<file path="config.mk">
export PLATFORM = sky130hd
export DESIGN_NAME = tail_light_sequencer
export DESIGN_NICKNAME = d
export VERILOG_FILES = /design/src/rtl/tail_light_pkg.sv /design/src/rtl/tail_light_sequencer_edge_detect_rise.sv /design/src/rtl/tail_light_sequencer.sv
export SDC_FILE = /design/constraint.sdc
export NUM_CORES = 1
export LEC_CHECK = 0
export ABC_AREA = 1
export ABC_CLOCK_PERIOD_IN_PS = 1600
export CAP_MARGIN = 15
export CORE_UTILIZATION = 46
export CTS_CLUSTER_DIAMETER = 120
export DETAILED_ROUTE_END_ITERATION = 12
export GPL_TIMING_DRIVEN = 0
export PLACE_DENSITY = 0.69
export SYNTH_ARGS = -nofsm -noshare
export SYNTH_HDL_FRONTEND = slang
export SYNTH_SLANG_ARGS = --single-unit
</file>
<file path="constraint.sdc">
create_clock -name inClock -period 1.6 [get_ports inClock]
set_input_delay 0.32 -clock inClock [delete_from_list [all_inputs] [get_ports inClock]]
set_output_delay 0.32 -clock inClock [all_outputs]
set_load 0.01 [all_outputs]
</file>
<file path="src/rtl/tail_light_pkg.sv">
// Shared types and helpers for the tail-light sequencer: mode encoding,
// default lamp count and the thermometer decode.
package tail_light_pkg;

  typedef enum logic [1:0] {
    IDLE  = 2'd0,
    LEFT  = 2'd1,
    RIGHT = 2'd2,
    HAZ   = 2'd3
  } mode_e;

  localparam int LAMPS_DEF = 3;

  // Lower p bits set; sized for the widest legal lamp count (8).
  function automatic logic [7:0] therm(input logic [3:0] p);
    logic [7:0] t;
    for (int i = 0; i < 8; i++) begin
      t[i] = (i < int'(p));
    end
    return t;
  endfunction

endpackage

</file>
<file path="src/rtl/tail_light_sequencer_edge_detect_rise.sv">
// Rising-edge detector for a signal already in the clock domain; the history
// bit's reset value decides whether a level high at reset release counts.
module edge_detect_rise #(
  parameter logic RST_VAL = 1'b1
) (
  input  logic clk_i,
  input  logic rst_ni,
  input  logic sig_i,
  output logic rise_o
);

  logic hist_q;

  always_ff @(posedge clk_i or negedge rst_ni) begin
    if (!rst_ni) begin
      hist_q <= RST_VAL;
    end else begin
      hist_q <= sig_i;
    end
  end

  assign rise_o = sig_i & ~hist_q;

endmodule

</file>
<file path="src/rtl/tail_light_sequencer.sv">
// Tail-light sequencer: thermometer turn sequence, hazard blink and brake
// overlay, advanced one step per rising edge of the slow divider output.
module tail_light_sequencer
  import tail_light_pkg::*;
#(
  parameter  int LAMPS   = LAMPS_DEF,
  localparam int PHASE_W = $clog2(LAMPS + 1)
) (
  input  logic             inClock,
  input  logic             reset,
  input  logic             slowClock,
  input  logic             left,
  input  logic             right,
  input  logic             hazard,
  input  logic             brake,
  output logic [LAMPS-1:0] lightsL,
  output logic [LAMPS-1:0] lightsR,
  output logic             busy
);

  localparam logic [PHASE_W-1:0] LAMPS_P = PHASE_W'(LAMPS);
  localparam logic [PHASE_W-1:0] ONE_P   = PHASE_W'(1);

  logic               step;
  mode_e              mode_q, mode_d, req;
  logic [PHASE_W-1:0] phase_q, phase_d;
  logic [LAMPS-1:0]   lights_l_q, lights_l_d;
  logic [LAMPS-1:0]   lights_r_q, lights_r_d;
  logic               busy_q, busy_d;
  logic [7:0]         therm_full;
  logic [LAMPS-1:0]   therm_v;
  logic [LAMPS-1:0]   brk_v;

  // History starts high so a slowClock already high at release is not a step.
  edge_detect_rise #(.RST_VAL(1'b1)) u_step (
    .clk_i  (inClock),
    .rst_ni (reset),
    .sig_i  (slowClock),
    .rise_o (step)
  );

  always_comb begin
    req = IDLE;
    if (hazard || (left && right)) begin
      req = HAZ;
    end else if (left) begin
      req = LEFT;
    end else if (right) begin
      req = RIGHT;
    end
  end

  always_comb begin
    mode_d  = mode_q;
    phase_d = phase_q;
    if (step) begin
      unique case (mode_q)
        IDLE: begin
          if (req != IDLE) begin
            mode_d  = req;
            phase_d = ONE_P;
          end
        end
        LEFT, RIGHT: begin
          if (req == HAZ) begin
            mode_d  = HAZ;
            phase_d = ONE_P;
          end else if (req == mode_q) begin
            // Full bar is followed by one all-off step before restarting.
            phase_d = (phase_q == LAMPS_P) ? '0 : phase_q + ONE_P;
          end else begin
            mode_d  = IDLE;
            phase_d = '0;
          end
        end
        HAZ: begin
          if (req == HAZ) begin
            phase_d = (phase_q == '0) ? ONE_P : '0;
          end else begin
            mode_d  = IDLE;
            phase_d = '0;
          end
        end
        default: begin
          mode_d  = IDLE;
          phase_d = '0;
        end
      endcase
    end
  end

  always_comb begin
    therm_full = therm(4'(phase_d));
    therm_v    = therm_full[LAMPS-1:0];
    brk_v      = brake ? '1 : '0;
    lights_l_d = brk_v;
    lights_r_d = brk_v;
    unique case (mode_d)
      LEFT:    lights_l_d = therm_v;
      RIGHT:   lights_r_d = therm_v;
      HAZ: begin
        lights_l_d = (phase_d != '0) ? '1 : '0;
        lights_r_d = (phase_d != '0) ? '1 : '0;
      end
      default: ;
    endcase
    busy_d = (mode_d != IDLE);
  end

  always_ff @(posedge inClock or negedge reset) begin
    if (!reset) begin
      mode_q     <= IDLE;
      phase_q    <= '0;
      lights_l_q <= '0;
      lights_r_q <= '0;
      busy_q     <= 1'b0;
    end else begin
      mode_q     <= mode_d;
      phase_q    <= phase_d;
      lights_l_q <= lights_l_d;
      lights_r_q <= lights_r_d;
      busy_q     <= busy_d;
    end
  end

  assign lightsL = lights_l_q;
  assign lightsR = lights_r_q;
  assign busy    = busy_q;

endmodule

</file>
# Word-level counts from Yosys, hierarchy flattened
# Cells that the tools add are included.
# Widths: inputs -> output; s select.
[word_totals] input_bits=7 output_inout_bits=7 elab_cells=50 regBits=12
[classes] n_lt_le_gt_ge=3 addsub=1 bitwise_logic=2 n_mux=21 eq_ne=9 n_reduce_logical=8
[op_table] cell="$mux 2" n=13
[op_table] cell="$eq 2x2->1 const B" n=6
[op_table] cell="$pmux 2 s3" n=2
[op_table] cell="$pmux 3 s2" n=2
[op_table] cell="$mux 3" n=2
[op_table] cell="$reduce_bool 2->1" n=3
[op_table] cell="$eq 2x1->1 const B" n=2
[op_table] cell="$logic_not 2->1" n=2
[op_table] cell="$lt 1x2->1 const A" n=2
[op_table] cell="$add 2x1->2 const B" n=1
[op_table] cell="$eq 2x2->1" n=1
[op_table] cell="$lt 2x2->1 const A" n=1
[op_table] cell="$mux 1" n=2
[op_table] cell="$reduce_or 2->1" n=1
[op_table] cell="$and 1x1->1" n=1
[op_table] cell="$logic_and 1x1->1" n=1
[op_table] cell="$logic_or 1x1->1" n=1
[op_table] cell="$not 1->1" n=1

# Depth between registers and ports, before layout
# Gate-level depths: netlist of run 1.
[logic_depth] ltp_word=11 depth_mapped=12 ltp_nobuf=12

# Modules after synthesis
# From an unflattened synthesis of run 1, not the netlist that was laid out.
[unflattened] cells_unflattened=115 hier_area_um2=820.8
[by_module_without_submodules] mod="tail_light_sequencer" seq_area_each_um2=275.3 area_per_inst_um2=784.5 n_inst=1 cells_each=112
[by_module_without_submodules] mod="edge_detect_rise" seq_area_each_um2=26.3 area_per_inst_um2=36.3 n_inst=1 cells_each=3

# Worst setup path before layout of run 1
# OpenSTA, ideal clock, no wires.
[synth_timing] kind="register to register" from="register mode_q[0]" to="register lights_r_q[1], in the netlist lightsR[1]" path_slack_ps=52 n_path_buf=0 t_arrival_ps=1420 path_stages_with_launch=10 period_less_slack_ps=1548 setup_ps=128 required_time_ps=1472 cell_sequence="dfrtp_1 > inv_2 > ha_1 > a31o_2 > nand2_1 > nand2_1 > nand2_4 > nand2_4 > nand2_4 > nand3b_2"
[synth_between] elab_chain_cells=8 elab_cells_between_ends=22 cone_classes="order compare (1); eq/ne (6); mux (12); reduce/logical (3)"
[synth_lines] element="from (decl)" line="tail_light_sequencer.sv:25" text="mode_e mode_q, mode_d, req;"
[synth_lines] element="from (signal assigned)" line="tail_light_sequencer.sv:118" text="mode_q <= mode_d;"
[synth_lines] element="$eq 2x2->1" line="tail_light_sequencer.sv:68" text="end else if (req == mode_q) begin"
[synth_lines] element="$mux 2" line="tail_light_sequencer.sv:68"
[synth_lines] element="$mux 2" line="tail_light_sequencer.sv:65" text="if (req == HAZ) begin"
[synth_lines] element="$pmux 2 s3" line="tail_light_sequencer.sv:57" text="unique case (mode_q)"
[synth_lines] element="$mux 2" line="tail_light_sequencer.sv:56" text="if (step) begin"
[synth_lines] element="$reduce_bool 2->1" line="tail_light_sequencer.sv:103" text="lights_r_d = (phase_d != '0) ? '1 : '0;"
[synth_lines] element="$mux 3" line="tail_light_sequencer.sv:103"
[synth_lines] element="$pmux 3 s2 *" line="tail_light_sequencer.sv:98" text="unique case (mode_d)"
[synth_lines] element="named net lights_r_d[1]" line="tail_light_sequencer.sv:28" text="logic [LAMPS-1:0] lights_r_q, lights_r_d;"
[synth_lines] element="to (signal assigned)" line="tail_light_sequencer.sv:121" text="lights_r_q <= lights_r_d;"
[synth_lines] element="to (decl)" line="tail_light_sequencer.sv:28"
# The timed path passes the listed nets; every way through them passes the cells marked *.

# Worst setup path after layout of run 1
[layout_timing] from="register mode_q[1]" to="register lights_r_q[1], in the netlist lightsR[1]"
# The elaborated chain is that of the path after synthesis.

==> run summary, run 1 <==
RSZ-0062 raised after global routing = true
initial antenna violation count = 0
pwr/cell area = 1740 nW/um^2
Detail Route met2 WL = 766 um
Area contributors post-synth = dfrtp_1 33%, nand2_1 17%, nand2_2 6.7%
Clock Sinks = 12
critical-path cell list = inv_2 -> ha_4 -> a31o_2 -> nand2_1 -> nand2_1 -> nand2_4 -> nand2_4 -> nand2_4 -> nand3b_2
IO Port Bufs = 13
Min Clock Period, post-route = 1530 ps
synthesis-stage register bit count = 12
Reg2Reg Setup Slack = 70 ps
DIE HEIGHT = 44.7 um
Global Route Usage Sum = 0.194
starting density of the core = 0.491
CTS max path bufs = 2
Syn Nets = 125
PnR worst setup slack = 71.2 ps
setup slack at placement = -276 ps
Cell Count, Final, Fillers Out = 160
Worst R2R Path Depth = 9
core region area = 1710 sq um
drt drc = 0
Pwr Total = 0.00189 W
layout cells sized above 1 = 0.326
Min Hold Slack = 389 ps
CTS clock-pin slew for the worst setup and hold paths = 70 ps
xor and xnor area share after synthesis = 0
vias = 777
Slew Limit Headroom = 0.658
top sig layer = met4
Peak VDD IR = 0.00114 V
HPWL after DPL = 1.30 mm
clock skew = 6.69 ps
CP most frequent cell = nand2_4
Post-Route M1 WL = 812 um
area grow syn2layout = 29.9%
FF-to-FF End = lightsR[1]
Tightest Pin Transition = 511 ps
Top Ports = 14
CTS tree = yes
LEAKAGE = 0.572 nW
Synth cell types = 20
Fill cells = 158
Die ar. = 2000 sq um
cts bufs inserted = 3
synth warn = 0
post-synth top area share = 0.328
arrival time at the worst endpoint = 1670 ps
Final Hold Vio Count = 0
cts hold-fix bufs = 0
Rows = 15
Max Cap Viol = 0
vias in the first global route = 660
Worst Setup SP = mode_q[1]
mux contribution to synthesized area = 0
Placed Cells = 152
first-pass GRT wire length = 2.81 mm
Placer Congestion = 0.818
mapped cell area = 838 sq um
DRT Pass-1 Iters = 4
Worst Setup Path Type = reg -> reg
DIE WIDTH = 44.7 um
crit-path max cell delay = 430 ps
compound-gate portion of the synthesized area = 0.0463
Achievable Freq = 0.654 GHz
Routed WL = 1.67 mm
Crit. End Element = flip-flop
ANT nets after route = 0
worst-skew pair later-pin latency = 270 ps
largest family of logic cells by synthesized area = simple AND/OR/NAND/NOR gates
Setup TNS = 0 ps
CP max FO = 4
final setup violation count = 0
DR WL met3 = 86 um
via density per instance = 4.86
r2r startpoint = mode_q[1]
Worst setup SP type = flip-flop
Synth Area in Adders = 0.0597
slowest CP cell = dfrtp_2
largest net degree at the start of global routing = 13
CTS HTree Levels = 1
Tcrit/Tclk final = 0.955
diode count = 0
worst hold path type = in -> async
Root Buffer = clkbuf_4
Pins Over Slew Limit = 0
Critical Path RT = 1740 ps
WL per Instance = 10.4 um
sequential share of the synthesized area = 0.360
post-synth top area cell = dfrtp_1
DR iter-0 viols = 20
# nets final = 147
Simple-Gate Fraction of Synth Area = 0.452
grt ovf = 0
status = finished clean
cells after synthesis = 114
syn avg cell area = 7.35 sq um
## final cells by class
cell class / count / area (sq um) / share of cell area
Multi-Input combinational cell: 84 / 494 / 0.454
Sequential cell: 12 / 304 / 0.279
Timing Repair Buffer: 17 / 164 / 0.151
Inverter: 18 / 68.8 / 0.0632
Tap cell: 25 / 31.3 / 0.0287
Clock buffer: 4 / 26.3 / 0.0241
## cells in the final DEF (no fill, tap or decap)
| master | n |
|---|---|
| nand2_1 | 37 |
| inv_1 | 11 |
| nand2_2 | 11 |
| clkdlybuf4s50_1 | 10 |
| dfrtp_1 | 9 |
| nand3_1 | 8 |
| inv_2 | 6 |
| nor2_1 | 5 |
| nand2_4 | 5 |
| buf_4 | 4 |
| nor2_2 | 3 |
| nand3_2 | 3 |
| ha_1 | 3 |
| clkbuf_4 | 3 |
| o21ai_0 | 2 |
| dlymetal6s2s_1 | 2 |
| dfrtp_2 | 2 |
| a31oi_1 | 1 |
| a21oi_2 | 1 |
| a31o_2 | 1 |
| o21ai_2 | 1 |
| nand4_1 | 1 |
| clkinv_2 | 1 |
| nand3b_2 | 1 |
| ha_4 | 1 |
| clkbuf_1 | 1 |
| dlygate4sd2_1 | 1 |
| dfstp_2 | 1 |
## through the flow
step           instance area (sq um)  utilization
4_1_cts                         1060        0.622
5_1_grt                         1090        0.637
2_1_floorplan                    838            -
3_3_place_gp                    1000        0.585
6_report                        1090        0.637
3_5_place_dp                    1000        0.585
## timing repair
item,in CTS,in global routing
setup buffers,3,1
setup endpoints to repair,6,6
resized for setup,4,6
gates cloned,0,0
pin swaps,0,8
## sequential cells by signal, summed over array words and instances, names as in the netlist
name,count
u_step.hist_q,1
lightsL,3
busy,1
lightsR,3
mode_q,2
phase_q,2
## worst max-delay path: cells and delay by family, from the launching register on
family | cells | cell delay [ps]
buffers and inverters | 1 | 100
adder cells (fa/ha/maj) | 1 | 220
flip-flops | 1 | 430
AND/OR/NAND/NOR | 6 | 440
AO/OA/AOI/OAI | 1 | 210
## cells in the mapped netlist
cell type / instances
nand4_1: 1
inv_2: 6
ha_1: 4
nand3b_2: 1
nor2_2: 3
nand2_1: 39
nand3_1: 9
nand2_4: 5
a21oi_1: 1
clkinv_2: 1
a31oi_1: 1
a31o_2: 1
nor2_1: 5
nand3_2: 2
dfstp_2: 1
o21ai_0: 2
nand2_2: 9
inv_1: 11
dfrtp_1: 11
o21ai_2: 1
## metal layers
metal	vias to the layer above	GRT usage
li1	397	-
met1	364	0.278
met2	14	0.282
met3	2	0.0720
met4	0	0.0364
met5	-	0
## logic make-up (layout without fill, tap and decap cells)
logic type | Yosys count | after routing
flops | 12 | 12
compound gates | 6 | 6
buf+inv | 18 | 39
fa+ha+maj | 4 | 4
simple gates | 74 | 74
## worst max-delay path by stage
stage	endpoint	slack (ps)	cells past startpoint
after floorplan	lightsR[1]	50	9
after global placement	lightsL[2]	-260	12
after detailed placement	lightsR[1]	-280	11
after CTS	lightsR[1]	9	11
after global routing	lightsR[1]	-30	9
final	lightsR[1]	70	9
## where the power goes
part	total (W)	internal, W	leakage [nW]	switching, W
Combinational	0.00121	0.000549	0.416	0.000658
Clock	0.000186	0.0000965	0.0150	0.0000894
Sequential	0.000498	0.000437	0.141	0.0000608
Total	0.00189	0.00108	0.572	0.000809
(Power assumes the default switching activity.)
==> run 2: changes to the inputs <==
Settings changed: CTS_BUF_LIST from default to sky130_fd_sc_hd__clkbuf_16.
==> run 2 against run 1 <==
  * Combinational power about the same
  * Global-route usage grew 0.74 points
  * Non-clock buffer count unchanged
  * Register-to-register slack barely moved
  * Hold slack better by 42 ps
  * Sequential share of layout area shrank 1.2 points
  * Sequential power hardly changed
  * First-iteration DRC count grew 45%
  * Via count grew 0.39%
  * Critical endpoint is now lightsR[2]
  * Highest routed layer is now met3
==> run summary, run 2 (synthesized netlist as in run 1, its figures left out) <==
status = finished clean (unchanged)
PnR worst setup slack = 64.9 ps (was 71.2 ps)
vias = 780 (was 777)
cts bufs inserted = 3 (unchanged)
crit-path max cell delay = 420 ps (was 430 ps)
DIE WIDTH = 44.7 um (unchanged)
# nets final = 147 (unchanged)
Fill cells = 153 (was 158)
Detail Route met2 WL = 814 um (was 766 um)
multi-input logic area = 499 sq um (was 494 sq um)
IO Port Bufs = 13 (unchanged)
Achievable Freq = 0.651 GHz (was 0.654 GHz)
layout cells sized above 1 = 0.348 (was 0.326)
HPWL after DPL = 1.30 mm (unchanged)
Routed WL = 1.73 mm (was 1.67 mm)
CP Depth = 9 (unchanged)
Top Ports = 14 (unchanged)
r2r startpoint = mode_q[1] (unchanged)
largest net degree at the start of global routing = 13 (unchanged)
CTS tree = yes (unchanged)
final setup violation count = 0 (unchanged)
commonest non-fill, non-tap cell in the layout = nand2_1 (unchanged)
FF-to-FF End = lightsR[2] (was lightsR[1])
CP most frequent cell = nand2_4 (unchanged)
Worst Setup Path Type = reg -> reg (unchanged)
cts hold-fix bufs = 0 (unchanged)
DR WL met3 = 81 um (was 86 um)
slowest CP cell = dfrtp_2 (unchanged)
worst hold path type = in -> async (unchanged)
top sig layer = met3 (was met4)
Min Clock Period, post-route = 1540 ps (was 1530 ps)
critical-path cell list = inv_2 -> ha_4 -> a31o_2 -> nand2_1 -> nand2_1 -> nand2_4 -> nand2_4 -> nand2_4 -> nand3_1 (was inv_2 -> ha_4 -> a31o_2 -> nand2_1 -> nand2_1 -> nand2_4 -> nand2_4 -> nand2_4 -> nand3b_2)
Reg area = 304 sq um (unchanged)
diode count = 0 (unchanged)
Pins Over Slew Limit = 0 (unchanged)
vias in the first global route = 706 (was 660)
Rows = 15 (unchanged)
core region area = 1710 sq um (unchanged)
initial antenna violation count = 0 (unchanged)
Pwr Total = 0.00216 W (was 0.00189 W)
Die ar. = 2000 sq um (unchanged)
Tcrit/Tclk final = 0.959 (was 0.955)
WL per Instance = 10.8 um (was 10.4 um)
area grow syn2layout = 35.8% (was 29.9%)
Tightest Pin Transition = 519 ps (was 511 ps)
Root Buffer = clkbuf_16 (was clkbuf_4)
CTS HTree Levels = 1 (unchanged)
via density per instance = 4.88 (was 4.86)
Max Cap Viol = 0 (unchanged)
starting density of the core = 0.491 (unchanged)
Global Route Usage Sum = 0.201 (was 0.194)
clock skew = 3.96 ps (was 6.69 ps)
Final Hold Vio Count = 0 (unchanged)
first-pass GRT wire length = 2.97 mm (was 2.81 mm)
Clock Sinks = 12 (unchanged)
DR iter-0 viols = 29 (was 20)
Crit path max-delay family = simple AND/OR/NAND/NOR gates (unchanged)
Reg2Reg Setup Slack = 60 ps (was 70 ps)
Peak VDD IR = 0.00132 V (was 0.00114 V)
CP max FO = 4 (unchanged)
most frequent cells in the layout = 37 x nand2_1, 11 x inv_1, 11 x nand2_2, 10 x clkdlybuf4s50_1, 9 x dfrtp_1 (unchanged)
DRT Pass-1 Iters = 4 (unchanged)
arrival time at the worst endpoint = 1640 ps (was 1670 ps)
drt drc = 0 (unchanged)
CP bufs+invs = 1 (unchanged)
Post-DP Area = 1000 sq um (unchanged)
Post-Route M1 WL = 835 um (was 812 um)
Critical Path RT = 1710 ps (was 1740 ps)
CTS clock-pin slew for the worst setup and hold paths = 40 ps (was 70 ps)
worst-skew pair later-pin latency = 240 ps (was 270 ps)
CTS max path bufs = 2 (unchanged)
final instance area = 1140 sq um (was 1090 sq um)
pwr/cell area = 1900 nW/um^2 (was 1740 nW/um^2)
Worst setup SP type = flip-flop (unchanged)
LEAKAGE = 0.580 nW (was 0.572 nW)
Crit. End Element = flip-flop (unchanged)
Worst R2R Path Depth = 9 (unchanged)
DIE HEIGHT = 44.7 um (unchanged)
RSZ-0062 raised after global routing = true (unchanged)
Slew Limit Headroom = 0.653 (was 0.658)
worst setup path end = lightsR[2] (was lightsR[1])
grt ovf = 0 (unchanged)
setup slack at placement = -276 ps (unchanged)
Placer Congestion = 0.818 (unchanged)
Worst Setup SP = mode_q[1] (unchanged)
ANT nets after route = 0 (unchanged)
run 2: worst min-delay path by stage:
stage | slack (ps) | endpoint
2_1_floorplan | 20 | busy
3_3_place_gp | 560 | phase_q[1]
3_5_place_dp | 570 | phase_q[1]
4_1_cts | 450 | lightsL[2]
5_1_grt | 470 | lightsL[2]
6_report | 430 | lightsR[0]
run 2: timing repair:
action | in CTS | in global routing
endpoints found under the setup margin | 6 | 6
gates cloned | 0 | 0
buffers inserted | 3 | 1
resized for setup | 5 | 9
pin swaps | 0 | 9
run 2: area by class of cell:
| class | instances | area share |
|---|---|---|
| flip-flops and latches | 12 | 0.267 |
| inverters | 18 | 0.0604 |
| clock buffers | 3 | 0.0659 |
| clock inverters | 1 | 0.00330 |
| repair buffers | 17 | 0.137 |
| multi-input cells | 84 | 0.438 |
| well taps | 25 | 0.0275 |
run 2: per-layer routing:
layer,track usage,up-vias
li1,-,397
met1,0.275,366
met2,0.312,17
met3,0.0800,0
met4,0.0242,0
met5,0,-
run 2: power by group:
part	switching, W	internal (W)	total (W)
clock	0.000116	0.000327	0.000443
combinational	0.000669	0.000551	0.00122
sequential	0.0000615	0.000439	0.000501
run 2: worst register-to-register path, stage by stage (launching register included):
cell	delay, ps
dfrtp_2	420
inv_2	100
ha_4	220
a31o_2	210
nand2_1	60
nand2_1	80
nand2_4	90
nand2_4	60
nand2_4	80
nand3_1	80
run 2: stage by stage:
step	hold WS [ps]	TNS (ps)	std cells	utilization
final	431	0	160	0.667
after global routing	468	-5.68	160	0.667
after CTS	447	0	159	0.644
after detailed placement	575	-1650	152	0.585
after global placement	561	-1570	152	0.585
after floorplan	24.4	0	114	-
==> run 3: changes to the inputs <==
Settings changed: GPL_ROUTABILITY_DRIVEN from default to 0.
==> results of run 3 <==
Final layout, timing and power as in run 2 (identical DEF).
